===== src/rtl/tc0480scp_rom_arbiter.sv =====
// rtl/tc0480scp_rom_arbiter.sv - round-robin arbiter sharing the 64-bit graphics ROM port among BG0..BG3 fetchers
`timescale 1ns/1ps
module tc0480scp_rom_arbiter #(
  parameter int NUM_REQ = 4,
  parameter int ADDR_W  = 21,
  parameter int DATA_W  = 64
) (
  input  logic                      clk,
  input  logic                      reset,
  input  logic                      flush,
  input  logic [NUM_REQ-1:0]        req_valid,
  input  logic [NUM_REQ*ADDR_W-1:0] req_addr,
  output logic [NUM_REQ-1:0]        rsp_done,
  output logic [DATA_W-1:0]         rsp_data,
  output logic [ADDR_W-1:0]         rom_address,
  output logic                      rom_req,
  input  logic                      rom_ack,
  input  logic [DATA_W-1:0]         rom_data,
  output logic                      busy
);

  localparam int IDX_W = (NUM_REQ > 1) ? $clog2(NUM_REQ) : 1;

  typedef enum logic [1:0] {
    IDLE = 2'd0,
    WAIT = 2'd1,
    DONE = 2'd2
  } state_t;

  state_t             state;
  state_t             state_nxt;
  logic [IDX_W-1:0]   ptr;
  logic [IDX_W-1:0]   idx;
  logic [IDX_W-1:0]   pick;
  logic               pick_vld;
  logic [NUM_REQ-1:0] eligible;
  logic [ADDR_W-1:0]  pick_addr;
  logic               discard;
  logic               drop_rsp;

  // Round-robin search: first eligible requester at or above ptr, wrapping.
  // Index arithmetic wraps naturally because NUM_REQ is a power of two.
  always_comb begin
    eligible = flush ? '0 : req_valid;
    pick     = '0;
    pick_vld = 1'b0;
    for (int k = 0; k < NUM_REQ; k++) begin
      if (!pick_vld && eligible[ptr + IDX_W'(k)]) begin
        pick     = ptr + IDX_W'(k);
        pick_vld = 1'b1;
      end
    end
  end

  // Address mux for the chosen requester.
  always_comb begin
    pick_addr = '0;
    for (int k = 0; k < NUM_REQ; k++) begin
      if (pick == IDX_W'(k)) begin
        pick_addr = req_addr[k*ADDR_W +: ADDR_W];
      end
    end
  end

  // A completion is swallowed if a flush happened during WAIT or arrives with the ack.
  assign drop_rsp = discard | flush;

  // State register.
  always_ff @(posedge clk) begin
    if (reset) begin
      state <= IDLE;
    end else begin
      state <= state_nxt;
    end
  end

  // Next-state logic; DONE always spends exactly one cycle without arbitrating.
  always_comb begin
    state_nxt = state;
    case (state)
      IDLE:    if (pick_vld) state_nxt = WAIT;
      WAIT:    if (rom_ack)  state_nxt = DONE;
      DONE:    state_nxt = IDLE;
      default: state_nxt = IDLE;
    endcase
  end

  // Grant latch, ROM handshake, response return and round-robin pointer update.
  always_ff @(posedge clk) begin
    if (reset) begin
      ptr         <= '0;
      idx         <= '0;
      discard     <= 1'b0;
      rom_req     <= 1'b0;
      rom_address <= '0;
      rsp_done    <= '0;
      rsp_data    <= '0;
    end else begin
      rsp_done <= '0;
      if (flush) begin
        ptr <= '0;
      end
      case (state)
        IDLE: begin
          if (pick_vld) begin
            idx         <= pick;
            rom_address <= pick_addr;
            rom_req     <= 1'b1;
          end
        end
        WAIT: begin
          if (flush) begin
            discard <= 1'b1;
          end
          if (rom_ack) begin
            rom_req  <= 1'b0;
            rsp_data <= rom_data;
            discard  <= 1'b0;
            if (drop_rsp) begin
              // An abandoned fetch does not advance fairness; restart from BG0.
              ptr <= '0;
            end else begin
              rsp_done[idx] <= 1'b1;
              ptr           <= idx + IDX_W'(1);
            end
          end
        end
        default: ;
      endcase
    end
  end

  assign busy = (state != IDLE);

endmodule


===== config.mk =====
export PLATFORM = sky130hd
export DESIGN_NAME = tc0480scp_rom_arbiter
export DESIGN_NICKNAME = d
export VERILOG_FILES = /design/src/rtl/tc0480scp_rom_arbiter.sv
export SDC_FILE = /design/constraint.sdc
export NUM_CORES = 1
export LEC_CHECK = 0
export BUFFER_PORTS_ARGS = -buffer_cell sky130_fd_sc_hd__buf_4
export CAP_MARGIN = 20
export CORE_MARGIN = 8
export CORE_UTILIZATION = 25
export DETAILED_ROUTE_END_ITERATION = 10
export MAX_ROUTING_LAYER = met4
export PLACE_DENSITY_LB_ADDON = 0.15
export SLEW_MARGIN = 20
export SYNTH_ARGS = -nofsm -noshare
export SYNTH_HDL_FRONTEND = slang
export SYNTH_SLANG_ARGS = --single-unit

===== constraint.sdc =====
create_clock -name clk -period 4.1 [get_ports clk]
set_input_delay 0.205 -clock clk [delete_from_list [all_inputs] [get_ports clk]]
set_output_delay 0.205 -clock clk [all_outputs]
set_load 0.005 [all_outputs]

==> out/metrics.cfg, run 1 <==
[yosys]
syn_avg_cell_area_um2=11.5
seq_area_frac_synth_pct=53.0
synth_fa_ha_area_share_pct=1.37
synth_top_family_by_area=compound AO/OA/AOI/OAI gates
synthesis.nets=478
syn_area_um2=3660
synth_warnings=0
synth-seq-cells=97
synth_cell_types=26
yosysTopAreaCell=dfxtp_1
synthMuxAreaShare_pct=12.3
synth_cells=318
synth.top_cell.area_share_pct=53.0
synth-compound-area-share_pct=23.4
synth_xor_area_share_pct=0
synthSimpleGateAreaFrac_pct=5.39
synth_area_leaders=dfxtp_1, a22o_1, mux2i_1, o221ai_1, nand2_1

[timing]
setup_viol_count_final=0
period_share_pct=56.7
slew_headroom_pct=29.5
hold_ws_ps=72.7
fmaxAchievable_ghz=0.430
rsz0062_at_grt=false
final_max_slew_viol_count=0
hold_viol=0
period_needed_ps=2320
tns_ps=0
fin_skew_ps=8.76
worst_slew_pin_slew_ps=1060

[global_route]
grt_pass1_vias=3563
grtUsageMet3_pct=5.32
grt_busiest_layer=met2
grt_use_met1_pct=16.3
grt_pass1_wl_um=19000
use_met2_pct=19.2
globalRouteOverflowTotal=0
antenna_found_initial=0
grt_util_all_layers_pct=13.5
grt_start_max_net_pins=47

[route]
drc=0
first_iter_violations=89
routedWlPerCell_um=17.7
viasPerCell=4.68
route.vias.total=3475
drt-total-wl_um=13200
drt-pass1-iter-count=6
postRouteAntennaNets=0

[die]
die_x_um=137
die_h_um=137
dieArea_um2=18800
start_util_pct=25.4
num_rows=44
pin_count=247
core-area_um2=14400

[pwr]
power.density_nw_per_um2=360
vdd_drop_max_mv=0.169
pwr-share-clk_pct=37.6
power.switching_mw=0.521
p_sw_share_pct=24.4
seqPwrFrac_pct=47.5
p_leak_nw=2.70
p_comb_share_pct=14.9
p_int_mw=1.61

[finish]
design_area_um2=5920
n_antenna_cell=0
fin_cells=742
drive_above_1_share_pct=48.4
final_common_cell=buf_4
nets=713
synthToLayoutAreaGrowth_pct=61.6
final_util_pct=41.1
final_cell_mix=buf_4, dfxtp_1, a22o_1, mux2i_1, nand2_1

[place]
hpwl_um=10000
dp_cells=726
place_area_um2=5640
gp_congestion=0.744
portBuffers=246

[setup_path]
cp.required_ps=4380
critPathCaptureType=flip-flop
crit_path_start_kind=flip-flop
reg2reg_depth=5
cp_slowest_cell=nor2_4
crit_chain=nor2b_1 -> nand2_1 -> nor2_4 -> buf_4 -> a22o_1
crit_type=reg2reg
crit_path_max_fanout=46
slowest_delay_ps=800
cp.arrival_ps=2610

[status]
outcome=finished clean

[clock_network]
clock_sinks=97
cts_root_buffer=clkbuf_16
cts_tree=done
post_cts_buffers=0
clkSlewWorstSetupHoldPaths_ps=70
numCtsBuffers=9
ctsResizeCount=0
cts.path.max_buffers=2
h-tree-depth=3
cts_hold_buf=0
clk_latency_ps=350

[hold_path]
hold_class=in2reg
whs_path_depth=2

[job]
cap_viol_max_count=0

[sequential cells by signal (all words and copies together), names as in the netlist]
| name | flops |
|---|---|
| discard | 1 |
| idx | 2 |
| rom_address | 21 |
| ptr | 2 |
| rsp_done | 4 |
| rom_req | 1 |
| state | 2 |
| rsp_data | 64 |
[stage by stage]
stage	total power, mW	setup slack [ps]
finish	2.13	1780
global placement	1.35	1790
floorplan	1.14	2560
CTS	2.18	1750
global route	2.24	1560
detailed placement	1.36	1770
[path summary, 6_finish.rpt]
| check | endpoint | slack, ps | from |
|---|---|---|---|
| setup / recovery | rsp_data[16] | 1780 | state[0] |
| hold / removal | rsp_data[6] | 70 | rom_data[6] |
| setup reg to reg | rsp_data[16] | 1780 | state[0] |
| hold reg to reg | rom_address[6] | 470 | rom_address[6] |
[synthesized netlist by cell type (all sizes together)]
| library cell | number |
|---|---|
| a2111oi | 1 |
| inv | 5 |
| clkbuf | 5 |
| o221ai | 21 |
| a21oi | 6 |
| ha | 4 |
| a21o | 1 |
| a21bo | 1 |
| a22o | 66 |
| mux2i | 45 |
| or2 | 1 |
| nor4 | 3 |
| and3 | 1 |
| and2 | 5 |
| nor2 | 4 |
| nand2 | 23 |
| nor2b | 2 |
| o21a | 1 |
| buf | 21 |
| dfxtp | 97 |
| nand2b | 1 |
| nor3 | 3 |
| o221a | 1 |
[critical path, delay by kind of cell, from the launching register on]
| family | cells | cell delay, ps |
|---|---|---|
| AO/OA/AOI/OAI | 1 | 180 |
| AND/OR/NAND/NOR | 3 | 1290 |
| flip-flops | 1 | 360 |
| buffers and inverters | 1 | 390 |
[routing by layer]
layer  vias to the layer above  share of wire, %
li1                       1675                 -
met1                      1586                44
met2                       200                42
met3                        14                12
met4                         0               1.8
met5                         -                 0
[cell type report]
| class | count | area (um2) |
|---|---|---|
| clock buffers | 10 | 239 |
| flip-flops and latches | 97 | 1940 |
| well taps | 184 | 230 |
| inverters | 5 | 18.8 |
| repair buffers | 250 | 1880 |
| multi-input cells | 190 | 1570 |
| clock inverters | 6 | 42.5 |
| fillers | 1424 | 8500 |
[power groups by stage]
stage	Combinational, mW	Clock [mW]	Sequential (mW)
detailed placement	0.324	0	1.03
global route	0.347	0.876	1.02
finish	0.318	0.803	1.01
floorplan	0.110	0	1.03
CTS	0.325	0.840	1.01
global placement	0.321	0	1.03
[cell families after synthesis]
family	Yosys count
mux	45
simple gates	43
flops	97
fa+ha+maj	4
compound gates	98
buf+inv	31
Note: power is estimated with default switching activity, not from simulation.
==> run 2, diff against run 1 <==
==> constraint.sdc (replaced) <==
create_clock -name clk -period 2.1 [get_ports clk]
set_input_delay 0.105 -clock clk [delete_from_list [all_inputs] [get_ports clk]]
set_output_delay 0.105 -clock clk [all_outputs]
set_load 0.005 [all_outputs]
==> run 2 against run 1 <==
Against the previous run:
- sequential share of layout area decreased by 3.4 points
- sequential power increased by 96%
- cell area increased by 12%
- largest cell class is now non-clock buffers
- largest power group unchanged
==> out/metrics.cfg, run 2 (synthesis results as in run 1) <==
[global_route]
grt_util_all_layers_pct=14.3
grt_busiest_layer=met2
grt_start_max_net_pins=66
grtUsageMet3_pct=5.62
grt_pass1_wl_um=20500
globalRouteOverflowTotal=0
grt_pass1_vias=3925
antenna_found_initial=0
use_met2_pct=21.9
grt_use_met1_pct=16.3

[clock_network]
clock_sinks=97
h-tree-depth=3
cts_root_buffer=clkbuf_16
clkSlewWorstSetupHoldPaths_ps=70
cts_hold_buf=64
ctsResizeCount=0
numCtsBuffers=9
cts_tree=done
cts.path.max_buffers=2
clk_latency_ps=340
post_cts_buffers=0

[finish]
final_cell_mix=buf_4, dfxtp_1, a22o_1, dlygate4sd3_1, mux2i_1
fill_cells=1332
reg.largest.list=rsp_data (64), rom_address (21), rsp_done (4)
multi_input_area_um2=1570
largest_register_ffs=64
synthToLayoutAreaGrowth_pct=80.5
seqCellArea_um2=1940
drive_above_1_share_pct=43.5
nets=781
final_common_cell=buf_4
n_antenna_cell=0
regMostFlops=rsp_data
final_util_pct=45.9

[setup_path]
critPathLaunch=ptr[1]
crit_path_start_kind=flip-flop
cp.required_ps=2310
cp_slowest_cell=dfxtp_1
critPathBufInv=1
crit_path_max_fanout=43
crit_type=reg2reg
slowest_delay_ps=450
critPathCaptureType=flip-flop
r2r-start=ptr[1]
cp_top_family=compound AO/OA/AOI/OAI gates
cp.arrival_ps=2010
crit_chain=a21oi_1 -> o21a_1 -> o221a_2 -> buf_12 -> mux2i_1 -> o221ai_1

[timing]
hold_viol=0
fmaxAchievable_ghz=0.554
tns_ps=0
worst_slew_pin_slew_ps=803
fin_skew_ps=4.69
slew_headroom_pct=46.4
period_share_pct=85.9
setup_viol_count_final=0
period_needed_ps=1800
rsz0062_at_grt=false
final_max_slew_viol_count=0

[hold_path]
hp-start=reset
hold_class=in2reg

[die]
num_rows=44
die_x_um=137
dieArea_um2=18800
die_h_um=137
pin_count=247
start_util_pct=25.4
core-area_um2=14400

[route]
viasPerCell=4.54
drc=0
drt-pass1-iter-count=6
route.vias.total=3680
first_iter_violations=62
postRouteAntennaNets=0
drt-total-wl_um=13700
routedWlPerCell_um=16.9

[pwr]
p_leak_nw=2.99
power.density_nw_per_um2=638
vdd_drop_max_mv=0.318

[place]
gp_congestion=0.785
hpwl_um=9910
portBuffers=246

[status]
outcome=finished clean

[job]
cap_viol_max_count=0

==> run 2: cell count changes in the layout (fill, tap and decap cells not counted), sizes merged <==
| cell | delta |
|---|---|
| clkbuf | +1 |
| clkinvlp | +1 |
| buf | +4 |
| dlygate4sd3 | +64 |
| inv | -1 |
| clkinv | -1 |
==> run 2: path summary, 6_finish.rpt <==
path                                        end  cells after the start  slack [ps]
worst max-delay path            rom_address[10]                      6         300
worst min-delay path                     idx[1]                      2          30
worst max register to register  rom_address[10]                      6         300
worst min register to register         state[0]                      1         450
==> run 2: metrics by stage <==
step	std cells	area [um2]	setup slack [ps]	hold WS [ps]	total power, mW
floorplan	318	3660	558	238	2.23
global placement	730	5710	382	321	2.66
detailed placement	730	5710	286	323	2.67
CTS	810	6610	270	14.3	4.29
global route	810	6610	186	29.0	4.41
finish	810	6610	296	29.0	4.22
==> run 2: metal layers <==
metal,part of all wire (%),up-vias
met5,0,-
met3,12,13
met2,44,187
li1,-,1808
met4,1.3,0
met1,42,1672
==> run 2: final cells by class <==
cell class | instances | share of cell area, %
Timing Repair Buffer | 318 | 39.1
Inverter | 5 | 0.284
Clock buffer | 11 | 3.52
Multi-Input combinational cell | 190 | 23.8
Tap cell | 184 | 3.48
Clock inverter | 5 | 0.492
Sequential cell | 97 | 29.4
==> run 2: power by group <==
part	switching, mW	internal [mW]	leakage (nW)	total (mW)
combinational	0.264	0.474	2.08	0.738
sequential	0.0500	1.93	0.789	1.98
clock	0.702	0.800	0.122	1.50
total	1.02	3.20	2.99	4.22
==> run 3, diff against run 2 <==
--- a/config.mk
+++ b/config.mk
@@ -5,7 +5,7 @@
 export SDC_FILE = /design/constraint.sdc
 export NUM_CORES = 1
 export LEC_CHECK = 0
-export BUFFER_PORTS_ARGS = -buffer_cell sky130_fd_sc_hd__buf_4
+export BUFFER_PORTS_ARGS = -buffer_cell sky130_fd_sc_hd__buf_2
 export CAP_MARGIN = 20
 export CORE_MARGIN = 8
 export CORE_UTILIZATION = 25
==> constraint.sdc (replaced) <==
create_clock -name clk -period 1.9 [get_ports clk]
set_input_delay 0.095 -clock clk [delete_from_list [all_inputs] [get_ports clk]]
set_output_delay 0.095 -clock clk [all_outputs]
set_load 0.005 [all_outputs]
==> run 3 against run 2 <==
Against the previous run:
- routed wire length is 3.0% lower
- critical path depth unchanged
- critical endpoint unchanged
- via count fell by 0.24%
- sequential power increased by 10%
==> out/metrics.cfg, run 3 (synthesis results as in run 1) <==
[clock_network]
clkSlewWorstSetupHoldPaths_ps=70
clk_latency_ps=340
numCtsBuffers=9
h-tree-depth=3
post_cts_buffers=0
clock_sinks=97
cts_root_buffer=clkbuf_16
cts_tree=done
cts.path.max_buffers=2

[job]
cap_viol_max_count=0

[pwr]
p_leak_nw=2.89
vdd_drop_max_mv=0.392
p_total_mw=4.71
power.density_nw_per_um2=774

[timing]
tns_ps=0
hold_ws_ps=42.1
setup_viol_count_final=0
fmaxAchievable_ghz=0.561
slew_headroom_pct=53.9
hold_viol=0
rsz0062_at_grt=false
worst_slew_pin_slew_ps=689
final_max_slew_viol_count=0
period_share_pct=93.7
period_needed_ps=1780
fin_skew_ps=6.65

[finish]
final_cell_mix=buf_2, dfxtp_1, a22o_1, dlygate4sd3_1, mux2i_1
drive_above_1_share_pct=43.9
nets=782
final_common_cell=buf_2
regMostFlops=rsp_data
fill_cells=1382
n_antenna_cell=0
reg.largest.list=rsp_data (64), rom_address (21), rsp_done (4)
largest_register_ffs=64
multi_input_area_um2=1580
seqCellArea_um2=1940
synthToLayoutAreaGrowth_pct=65.9

[route]
route.vias.total=3671
postRouteAntennaNets=0
viasPerCell=4.53
drt-pass1-iter-count=4
drc=0
first_iter_violations=120
routedWlPerCell_um=16.4
drt-total-wl_um=13300

[hold_path]
whs_endpoint=rom_address[20]
hp-start=req_addr[20]
whs_path_depth=3
hold_class=in2reg

[die]
pin_count=247
num_rows=44
core-area_um2=14400
die_x_um=137
start_util_pct=25.4
die_h_um=137
dieArea_um2=18800

[global_route]
grt_util_all_layers_pct=14.0
antenna_found_initial=0
grt_start_max_net_pins=66
grt_pass1_vias=3987
grt_pass1_wl_um=20100
globalRouteOverflowTotal=0

[status]
outcome=finished clean

[setup_path]
crit_path_start_kind=flip-flop
crit_type=reg2reg
cp.required_ps=2110
critPathCaptureType=flip-flop
r2r_setup_slack_ps=120
reg2reg_depth=6
r2r_end=rom_address[10]
crit_path_max_fanout=28
critPathLaunch=ptr[1]
r2r-start=ptr[1]
cp.arrival_ps=1990

[place]
hpwl_um=9570
portBuffers=246
gp_congestion=0.766

[run 3: cell type report]
type / instances / area share, %
repair buffers: 319 / 32.9
flip-flops and latches: 97 / 31.9
multi-input cells: 190 / 26.0
well taps: 184 / 3.79
clock buffers: 9 / 3.71
clock inverters: 7 / 1.30
inverters: 5 / 0.309
[run 3: critical path: stages (launching register included)]
cell and delay, ps:
dfxtp_1 450, a21oi_1 100, o21a_1 190, o221a_4 320
buf_12 190, mux2i_1 230, o221ai_1 150
[run 3: worst max path at each step]
| stage | endpoint | slack, ps | depth (start not counted) |
|---|---|---|---|
| floorplan | rom_address[0] | 360 | 7 |
| global placement | rom_address[10] | 110 | 6 |
| detailed placement | rom_address[10] | 40 | 6 |
| CTS | rom_address[10] | 30 | 6 |
| global route | rom_address[2] | 50 | 6 |
| finish | rom_address[10] | 120 | 6 |
[run 3: timing repair]
action	in CTS	in global routing
endpoints found under the hold margin	64	0
resized for setup	0	1
hold buffers	64	0
setup endpoints to repair	0	1
[run 3: where the power goes]
| group | internal [mW] | leakage, nW | switching (mW) | total, mW |
|---|---|---|---|---|
| clock | 1.03 | 0.138 | 0.819 | 1.85 |
| combinational | 0.394 | 1.96 | 0.283 | 0.678 |
| sequential | 2.13 | 0.789 | 0.0498 | 2.18 |
| total | 3.55 | 2.89 | 1.15 | 4.71 |
[run 3: stage by stage]
step	instance area, um2	std cells	setup WS (ps)	util (%)
after CTS	6070	811	27.7	42.1
after global routing	6080	811	45.9	42.1
after detailed placement	5120	731	35.8	35.5
after floorplan	3660	318	358	-
after global placement	5120	731	115	35.5
final	6080	811	119	42.1
[run 3: layer usage]
layer	part of all wire [%]	routed length, um	vias to the layer above	GRT usage (%)
met3	11	1470	9	5.47
met2	44	5880	191	21.7
met5	0	0	-	-
li1	-	-	1816	-
met1	44	5840	1655	16.5
met4	0.94	125	0	4.35
